--- config.mk ---
export PLATFORM = sky130hd
export DESIGN_NAME = axi_write_master
export DESIGN_NICKNAME = d
export VERILOG_FILES = /design/src/rtl/axi_transaction_pkg.sv /design/src/rtl/axi_timeout_counter.sv /design/src/rtl/axi_write_master.sv
export SDC_FILE = /design/constraint.sdc
export NUM_CORES = 1
export LEC_CHECK = 0
export ABC_AREA = 1
export BUFFER_PORTS_ARGS = -buffer_cell sky130_fd_sc_hd__buf_2
export CORE_ASPECT_RATIO = 0.75
export CORE_MARGIN = 2
export CORE_UTILIZATION = 47
export DETAILED_ROUTE_END_ITERATION = 10
export GPL_TIMING_DRIVEN = 0
export PLACE_DENSITY_LB_ADDON = 0.08
export RECOVER_POWER = 50
export SYNTH_ARGS = -nofsm -noshare
export SYNTH_HDL_FRONTEND = slang
export SYNTH_SLANG_ARGS = --single-unit
--- constraint.sdc ---
create_clock -name clk -period 1.8 [get_ports clk]
set_clock_uncertainty 0.2 [all_clocks]
set_input_delay 0.54 -clock clk [delete_from_list [all_inputs] [get_ports clk]]
set_output_delay 0.54 -clock clk [all_outputs]
set_load 0.1 [all_outputs]
--- src/rtl/axi_transaction_pkg.sv ---
// Shared AXI-lite transaction types: protocol widths, payload typedefs and the
// write-master state encoding used by the master, monitors and benches.
package axi_transaction_pkg;

  localparam int ADDR_W = 32;
  localparam int DATA_W = 32;
  localparam int ID_W   = 4;

  typedef logic [ADDR_W-1:0] addr_t;
  typedef logic [DATA_W-1:0] data_t;
  typedef logic [ID_W-1:0]   id_t;

  typedef enum logic [1:0] {
    WM_IDLE      = 2'd0,
    WM_ADDR_DATA = 2'd1,
    WM_RESP      = 2'd2
  } wm_state_t;

endpackage

--- src/rtl/axi_timeout_counter.sv ---
// Saturating up-counter with synchronous clear; flags when LIMIT-1 is reached.
// Shared by write and read initiators to bound the wait for a response.
module axi_timeout_counter #(
  parameter int LIMIT = 64,
  parameter int CNT_W = $clog2(LIMIT + 1)
) (
  input  logic clk,
  input  logic rst,
  input  logic i_clear,
  input  logic i_enable,
  output logic o_expired
);

  localparam logic [CNT_W-1:0] LP_LAST = CNT_W'(LIMIT - 1);

  logic [CNT_W-1:0] r_cnt;

  always_ff @(posedge clk or negedge rst) begin
    if (!rst) begin
      r_cnt <= '0;
    end else if (i_clear) begin
      r_cnt <= '0;
    end else if (i_enable && (r_cnt != LP_LAST)) begin
      r_cnt <= r_cnt + CNT_W'(1);
    end
  end

  assign o_expired = (r_cnt == LP_LAST);

endmodule

--- src/rtl/axi_write_master.sv ---
// Single-outstanding AXI-lite write initiator: independent AW/W handshakes,
// then a B-response wait bounded by TIMEOUT_CYCLES.
//
// state        | meaning
// WM_IDLE      | req_ready high, waiting for a request
// WM_ADDR_DATA | awvalid/wvalid held until each handshakes
// WM_RESP      | bready high, waiting for bvalid or timeout
module axi_write_master
  import axi_transaction_pkg::*;
#(
  parameter int TIMEOUT_CYCLES = 64,
  parameter int CNT_W          = $clog2(TIMEOUT_CYCLES + 1)
) (
  input  logic  clk,
  input  logic  rst,
  input  logic  req_valid,
  output logic  req_ready,
  input  addr_t req_addr,
  input  data_t req_data,
  output logic  done,
  output logic  done_timeout,
  output logic  unexpected_resp,
  output addr_t awaddr,
  output logic  awvalid,
  input  logic  awready,
  output data_t wdata,
  output logic  wvalid,
  input  logic  wready,
  input  logic  bvalid,
  output logic  bready
);

  wm_state_t r_state;
  logic      r_req_ready;
  logic      r_done;
  logic      r_done_timeout;
  logic      r_unexpected;
  addr_t     r_awaddr;
  data_t     r_wdata;
  logic      r_awvalid;
  logic      r_wvalid;
  logic      r_bready;

  logic w_aw_fin;
  logic w_w_fin;
  logic w_cnt_clear;
  logic w_cnt_en;
  logic w_expired;

  // A channel is finished once its valid is gone or handshakes this edge.
  assign w_aw_fin    = !r_awvalid || awready;
  assign w_w_fin     = !r_wvalid  || wready;
  assign w_cnt_clear = (r_state == WM_ADDR_DATA) && w_aw_fin && w_w_fin;
  assign w_cnt_en    = (r_state == WM_RESP) && !bvalid;

  axi_timeout_counter #(
    .LIMIT (TIMEOUT_CYCLES),
    .CNT_W (CNT_W)
  ) u_timeout (
    .clk       (clk),
    .rst       (rst),
    .i_clear   (w_cnt_clear),
    .i_enable  (w_cnt_en),
    .o_expired (w_expired)
  );

  always_ff @(posedge clk or negedge rst) begin
    if (!rst) begin
      r_state        <= WM_IDLE;
      r_req_ready    <= 1'b0;
      r_done         <= 1'b0;
      r_done_timeout <= 1'b0;
      r_unexpected   <= 1'b0;
      r_awaddr       <= '0;
      r_wdata        <= '0;
      r_awvalid      <= 1'b0;
      r_wvalid       <= 1'b0;
      r_bready       <= 1'b0;
    end else begin
      r_done         <= 1'b0;
      r_done_timeout <= 1'b0;
      if (bvalid && (r_state != WM_RESP)) begin
        r_unexpected <= 1'b1;
      end
      case (r_state)
        WM_IDLE: begin
          r_req_ready <= 1'b1;
          if (req_valid && r_req_ready) begin
            r_awaddr    <= req_addr;
            r_wdata     <= req_data;
            r_awvalid   <= 1'b1;
            r_wvalid    <= 1'b1;
            r_req_ready <= 1'b0;
            r_state     <= WM_ADDR_DATA;
          end
        end
        WM_ADDR_DATA: begin
          if (r_awvalid && awready) begin
            r_awvalid <= 1'b0;
          end
          if (r_wvalid && wready) begin
            r_wvalid <= 1'b0;
          end
          if (w_aw_fin && w_w_fin) begin
            r_bready <= 1'b1;
            r_state  <= WM_RESP;
          end
        end
        WM_RESP: begin
          // A response on the last allowed cycle still wins over the timeout.
          if (bvalid) begin
            r_done      <= 1'b1;
            r_bready    <= 1'b0;
            r_req_ready <= 1'b1;
            r_state     <= WM_IDLE;
          end else if (w_expired) begin
            r_done         <= 1'b1;
            r_done_timeout <= 1'b1;
            r_bready       <= 1'b0;
            r_req_ready    <= 1'b1;
            r_state        <= WM_IDLE;
          end
        end
        default: begin
          r_state <= WM_IDLE;
        end
      endcase
    end
  end

  assign req_ready       = r_req_ready;
  assign done            = r_done;
  assign done_timeout    = r_done_timeout;
  assign unexpected_resp = r_unexpected;
  assign awaddr          = r_awaddr;
  assign awvalid         = r_awvalid;
  assign wdata           = r_wdata;
  assign wvalid          = r_wvalid;
  assign bready          = r_bready;

endmodule
[Yosys cells after proc, flatten, opt, wreduce, memory -nomap -nowiden]
Index checks and enable logic that the tools add are counted.
Operators by class
  reductions and logical operators: 25
  multiplexer cells: 25
  $add $sub $neg: 1
  eq/ne operators: 10
Operator list (count)
  2-to-1 mux 1 bit: 14
  2-to-1 mux 7 bit: 2
  AND reduction 3 bit: 4
  logical AND 1 bit: 9
  2-to-1 mux 2 bit: 4
  case mux 1 bit (2 select lines): 4
  nonzero test 2 bit: 4
  adder 7 x 1 -> 7 bit (second input constant): 1
  equality test 7 x 6 -> 1 bit (second input constant): 1
  != test 7 x 6 -> 1 bit (second input constant): 1
  != test 2 x 1 -> 1 bit (second input constant): 3
  case mux 2 bit (3 select lines): 1
  != test 2 bit (second input constant): 2
  AND reduction 2 bit: 2
  logical NOT 1 bit: 3
  != test 3 x 2 -> 1 bit (second input constant): 1
  equality test 2 x 1 -> 1 bit (second input constant): 1
  equality test 2 bit (second input constant): 1
  logical NOT 2 bit: 1
  logical OR 1 bit: 2
Word-level totals
  flip-flop bits (word level): 80
  logic and storage cells: 72
  output and inout port bits: 71
  bits of input ports: 70

[Longest topological paths before layout]
Gate-level depths: netlist (run 1).
  depth in word-level cells: 5
  mapped depth: 8

[Modules after synthesis]
Synthesis (run 1) repeated with hierarchy kept, for this count alone.
Unflattened totals
  cells, all modules: 379
  area, all modules: 3364.5 um2
Modules (own cells, without submodules)
  axi_write_master: cells each 323, instances 1, area an instance 2934.1 um2
  axi_timeout_counter: cells each 56, instances 1, area an instance 430.4 um2

[Worst setup path after synthesis (run 1)]
No wires, ideal clock.
  path kind: flip-flop to flip-flop
  start point: reg r_req_ready (netlist: req_ready)
  end point: reg r_awaddr[0] (netlist: awaddr[0])
  buffers on the path: 2
  setup slack: -168 ps
  library setup time: 122 ps
  arrival time: 1646 ps
  stages on the path, launching flop included: 8
  required time: 1478 ps
  path through: dfrtp_1 -> nand2_1 -> inv_2 -> nand2_1 -> buf_4 -> buf_2 -> nand2_1 -> nand2_1
Between the ends
  longest elaborated chain between the ends: 2
Ends and longest elaborated chain
  start, declared: RTL line axi_write_master.sv:34  | logic r_req_ready;
  start signal, assigned: RTL line axi_write_master.sv:70  | r_req_ready <= 1'b0;
  start signal, assigned: RTL line axi_write_master.sv:87  | r_req_ready <= 1'b1;
  start signal, assigned: RTL line axi_write_master.sv:93  | r_req_ready <= 1'b0;
  logical AND 1 bit: RTL line axi_write_master.sv:88  | if (req_valid && r_req_ready) begin
  AND reduction 2 bit (no line)
  end signal, assigned: RTL line axi_write_master.sv:89  | r_awaddr <= req_addr;
  end, declared: RTL line axi_write_master.sv:38  | addr_t r_awaddr;
Every way passes these cells.
A chain may end at the register's enable or synchronous reset.

[Worst setup path after layout (run 1)]
  start point: reg r_wdata[30] (netlist: wdata[30])
  end point: out wdata[30]
RTL lines
  start, declared: RTL line axi_write_master.sv:39  | data_t r_wdata;
  start signal, assigned: RTL line axi_write_master.sv:90  | r_wdata <= req_data;
  end, declared: RTL line axi_write_master.sv:26  | output data_t wdata,
No word-level cell between the ends.

==> qor.yml, run 1 <==
ioPinCount: 141
crit_path_end_kind: "primary output"
cts_max_path_buffers: 2
path_clk_slew_ns: 0.08
worstHoldStart: "wready"
fin_cells: 620
die_y_um: 76.4
rows: 26
grt_max_degree: 60
yosysSeqAreaShare_pct: 60.9
root_buffer: "clkbuf_8"
worstPathArrival_ns: 1.02
ys_seq_elements: 80
synthCells: 378
setup_ws_ns: 0.0426
final_cell_mix: "nand2_1 (166), dfrtp_1 (79), buf_2 (77)"
cts.sinks: 80
crit_buf_inv: 1
syn_area_um2: 3290
insertion_delay_ns: 0.33
wl_met1_mm: 3.60
final_common_cell: "nand2_1"
r2r-end: "awaddr[19]$_DFFE_PN0P_"
path_max_fanout: 2
wl_met3_um: 602
syn_avg_cell_area_um2: 8.70
antenna_cells: 0
yosys.area.top_type_share_pct: 60.9
setup-violations-final: 0
hpwl_mm: 5.76
place_congestion: 0.785
ant_nets: 0
holdPathStages: 2
cts_tree: "built"
drtIter0Drc: 130
place_ws_ns: 0.0837
slew_violations: 0
regToRegStartpoint: "r_state[1]$_DFFE_PN0P_"
yosys_warnings: 0
die_w_um: 101
grt_pass1_vias: 2898
gr-total-overflow: 0
cts_buffers: 9
placed_cells: 603
synth_area_leader_cell: "dfrtp_1"
synth.distinct_cells: 19
fin_crit_sh_pct: 97.6
area_delta_synth_final_pct: 37.3
cts_setup_buffers: 0
drcViolationCount: 0
regToRegSetupSlack_ns: 0.21
grt_use_total_pct: 22.2
max_freq_mhz: 569
grt_pass1_wl_mm: 13.5
vias: 3034
cpLargestDelayFamily: "flip-flops"
required_ns: 1.06
maxCapViolCount: 0
worst_pin_slew_ns: 0.459
antenna_found_initial: 0
syn-num-nets: 449
finalHoldViolCount: 0
drt-wirelength-per-cell_um: 12.9
crit_path_top_delay_cell: "dfrtp_1"
placed_area_um2: 4120
hold_path.class: "primary input to flip-flop"
startpoint_type: "flip-flop"
drt-pass1-iter-count: 4
synth_area_leaders: "dfrtp_1 (61%), nand2_1 (19%), nand3_1 (11%), buf_2 (2.1%), inv_1 (1.5%)"
routed_wirelength_mm: 8.00
routed.top_layer: "met4"
status: "finished, final reports clean"
final_net_count: 602
core_um2: 6800
fin_crit_ns: 1.76
initial_core_util_pct: 48.3
io_buffers: 140
fillCellCount: 572
htree_levels: 3
slew_headroom_pct: 69.4
holdPathEnd: "wvalid$_DFFE_PN0P_"
stdcell_area_um2: 4510
die-area_um2: 7690
wl_met2_mm: 3.72
cp_cell_sequence: "buf_4"
rsz0062_at_grt: "no"
critPathMaxStageDelay_ns: 0.38
viasPerCell: 4.89
reg2reg_depth: 6
drive_gt1_share_pct: 33.0
timing_worst_setup_path_type: "flip-flop to primary output"
## worst max path at each step
stage | end | cells past startpoint | start | slack, ns
floorplan | bready$_DFFE_PN0P_ | 5 | wvalid$_DFFE_PN0P_ | 0.07
global placement | req_ready$_DFFE_PN0P_ | 1 | rst | -0.77
detailed placement | awaddr[19]$_DFFE_PN0P_ | 7 | req_valid | 0.08
CTS | req_ready | 1 | req_ready$_DFFE_PN0P_ | 0.02
global route | awaddr[18] | 1 | awaddr[18]$_DFFE_PN0P_ | 0.0006
finish | wdata[30] | 1 | wdata[30]$_DFFE_PN0P_ | 0.04
## cell type report
type	count	area (µm²)	area share (%)
clock buffers	11	131	2.91
repair buffers	142	933	20.7
well taps	84	105	2.33
multi-input cells	262	1120	24.9
flip-flops and latches	80	2000	44.4
plain buffers	21	104	2.30
clock inverters	5	57.6	1.28
inverters	15	56.3	1.25
## registers in the layout, summed over array words and instances, names as in the netlist
| name | count |
|---|---|
| r_state | 2 |
| wdata | 32 |
| req_ready | 1 |
| wvalid | 1 |
| awvalid | 1 |
| unexpected_resp | 1 |
| bready | 1 |
| u_timeout.r_cnt | 7 |
| awaddr | 32 |
| done | 1 |
| done_timeout | 1 |
## metrics by stage
step | util, % | setup TNS (ns) | hold slack, ns
global placement | 60.2 | -49.60 | 0.241
floorplan | - | 0 | 0.0444
CTS | 66.2 | 0 | 0.167
global route | 66.4 | 0 | 0.171
finish | 66.4 | 0 | 0.185
detailed placement | 60.7 | 0 | 0.250
## cells by family after synthesis
logic type / after synthesis / synth area share [%]
buffers and inverters: 36 / 4.87
flip-flops: 80 / 60.9
AND/OR/NAND/NOR: 253 / 32.5
AO/OA/AOI/OAI: 8 / 1.37
adder cells (fa/ha/maj): 1 / 0.381
## Yosys cell counts
| library cell | number |
|---|---|
| a21oi_1 | 5 |
| buf_1 | 1 |
| buf_2 | 14 |
| buf_4 | 2 |
| clkbuf_1 | 4 |
| dfrtp_1 | 80 |
| ha_1 | 1 |
| inv_1 | 13 |
| inv_2 | 2 |
| nand2_1 | 166 |
| nand2_2 | 1 |
| nand3_1 | 73 |
| nand3_2 | 1 |
| nand4_1 | 2 |
| nor2_1 | 7 |
| nor2_2 | 2 |
| nor2_4 | 1 |
| o21ai_0 | 1 |
| o21bai_1 | 2 |
## what timing repair did
item / CTS / global route
setup endpoints to repair: 71 / 4
cloned: 0 / 0
hold endpoints to repair: 21 / 0
resized for setup: 71 / 4
hold buffers: 1 / 0
## metal layers
layer | GRT usage [%] | vias up
met1 | 30.7 | 1423
li1 | - | 1502
met5 | 0 | -
met2 | 34.4 | 101
met3 | 6.70 | 8
met4 | 5.75 | 0
Power of run 1 is left out: the tool's default activity adds up to more than one toggle a clock period on the data nets, which glitch-free logic cannot reach.
==> run 2, diff against run 1 <==
--- a/config.mk
+++ b/config.mk
@@ -12,3 +12,5 @@
 export CORE_UTILIZATION = 47
+export CTS_BUF_LIST = sky130_fd_sc_hd__clkbuf_8 sky130_fd_sc_hd__clkbuf_16
 export DETAILED_ROUTE_END_ITERATION = 10
+export GPL_ROUTABILITY_DRIVEN = 0
 export GPL_TIMING_DRIVEN = 0
==> constraint.sdc (replaced) <==
create_clock -name clk -period 1.8 [get_ports clk]
set_clock_uncertainty 0.2 [all_clocks]
set_input_delay 0.09 -clock clk [delete_from_list [all_inputs] [get_ports clk]]
set_output_delay 0.09 -clock clk [all_outputs]
set_load 0.1 [all_outputs]
==> qor.yml, run 2 (synthesis gave the netlist of run 1 again) <==
status: "finished, final reports clean"  # unchanged
area_delta_synth_final_pct: 52.1  # was 37.3%
core_um2: 6800  # unchanged
worst_pin_slew_ns: 0.570  # was 0.459 ns
io_buffers: 140  # unchanged
required_ns: 1.83  # was 1.06 ns
maxCapViolCount: 0  # unchanged
cts_tree: "built"  # unchanged
slew_headroom_pct: 62.2  # was 69.4%
viasPerCell: 4.83  # was 4.89
die_w_um: 101  # unchanged
place_ws_ns: 0.239  # was 0.0837 ns
routed_wirelength_mm: 8.94  # was 8.00 mm
root_buffer: "clkbuf_8"  # unchanged
vias: 3322  # was 3034
grt_use_total_pct: 24.5  # was 22.2%
grt_pass1_vias: 3199  # was 2898
die-area_um2: 7690  # unchanged
max_freq_mhz: 623  # was 569 MHz
crit_path_end_kind: "flip-flop"  # was primary output
ioPinCount: 141  # unchanged
gr-total-overflow: 0  # unchanged
path_max_fanout: 10  # was 2
hold_path.class: "primary input to flip-flop"  # unchanged
rows: 26  # unchanged
path_clk_slew_ns: 0.08  # about the same
setup-violations-final: 0  # unchanged
cts_max_path_buffers: 2  # unchanged
drtIter0Drc: 135  # was 130
timing_worst_setup_path_type: "flip-flop to flip-flop"  # was flip-flop to primary output
antenna_found_initial: 0  # unchanged
drt-pass1-iter-count: 4  # unchanged
cts.sinks: 80  # unchanged
antenna_cells: 0  # unchanged
final_cell_mix: "nand2_1 (166), dfrtp_1 (79), buf_2 (76), clkbuf_2 (76), nand3_1 (73)"  # was nand2_1 (166), dfrtp_1 (79), buf_2 (77)
htree_levels: 3  # unchanged
die_y_um: 76.4  # unchanged
slew_violations: 0  # unchanged
insertion_delay_ns: 0.34  # was 0.33 ns
drt-wirelength-per-cell_um: 13.0  # was 12.9 µm
cts_buffers: 9  # unchanged
grt_pass1_wl_mm: 15.0  # was 13.5 mm
ant_nets: 0  # unchanged
fin_crit_sh_pct: 89.1  # was 97.6%
cts_setup_buffers: 0  # unchanged
grt_max_degree: 60  # unchanged
drcViolationCount: 0  # unchanged
final_net_count: 670  # was 602
initial_core_util_pct: 48.3  # unchanged
final_common_cell: "nand2_1"  # unchanged
drive_gt1_share_pct: 29.1  # was 33.0%
startpoint_type: "flip-flop"  # unchanged
fin_crit_ns: 1.60  # was 1.76 ns
worstPathArrival_ns: 1.64  # was 1.02 ns
rsz0062_at_grt: "no"  # unchanged
hpwl_mm: 5.76  # unchanged
setup_ws_ns: 0.195  # was 0.0426 ns
finalHoldViolCount: 0  # unchanged
## run 2: changes by cell type in the layout (fill, tap and decap cells not counted)
cell and delta:
clkbuf_2 +71, dlygate4sd3_1 +68, buf_4 -67, buf_6 -4, inv_1 +2, buf_2 -1
clkbuf_1 -1
## run 2: what timing repair did
action	in CTS	in global routing
hold buffers	69	0
gates resized for setup	0	0
hold endpoints to repair	155	0
## run 2: cell type report
| class | instances | area, µm² |
|---|---|---|
| Timing Repair Buffer | 210 | 1420 |
| Buffer | 21 | 103 |
| Clock inverter | 7 | 65.1 |
| Inverter | 15 | 56.3 |
| Sequential cell | 80 | 2000 |
| Tap cell | 84 | 105 |
| Fill cell | 508 | 1800 |
| Multi-Input combinational cell | 262 | 1120 |
| Clock buffer | 9 | 124 |
## run 2: per-stage QoR
stage	instance area, µm²	std cells	hold slack, ns	TNS (ns)	util, %
CTS	5000	688	0.115	0	73.6
floorplan	3290	378	-0.406	0	-
finish	5000	688	0.148	0	73.5
global route	5000	688	0.176	0	73.5
global placement	4090	602	0.0760	-13.60	60.2
detailed placement	4120	603	-0.194	0	60.7
## run 2: critical path, cell delays in order, from the launching register on
cell      delay [ns]
dfrtp_1         0.40
nor2_1          0.24
nand2_1         0.12
buf_4           0.19
clkbuf_2        0.20
nand2_1         0.10
nand2_1         0.06
## run 2: worst paths after layout
kind	startpoint	end	slack [ns]	cells past startpoint
min in group asynchronous	rst	wdata[10]$_DFFE_PN0P_	0.52	3
min	req_valid	wdata[3]$_DFFE_PN0P_	0.15	6
max reg2reg	r_state[1]$_DFFE_PN0P_	awaddr[19]$_DFFE_PN0P_	0.20	6
max	r_state[1]$_DFFE_PN0P_	awaddr[19]$_DFFE_PN0P_	0.20	6
min reg2reg	u_timeout.r_cnt[6]$_DFFE_PN0P_	done_timeout$_DFF_PN0_	0.26	1
max in group asynchronous	rst	req_ready$_DFFE_PN0P_	0.29	4
## run 2: routing by layer
layer / part of all wire (%) / track usage, %
met1: 44 / 32.6
met2: 47 / 39.5
met3: 7.1 / 6.33
met4: 2.0 / 7.53
met5: 0 / 0
Power of run 2 is left out for the same reason.
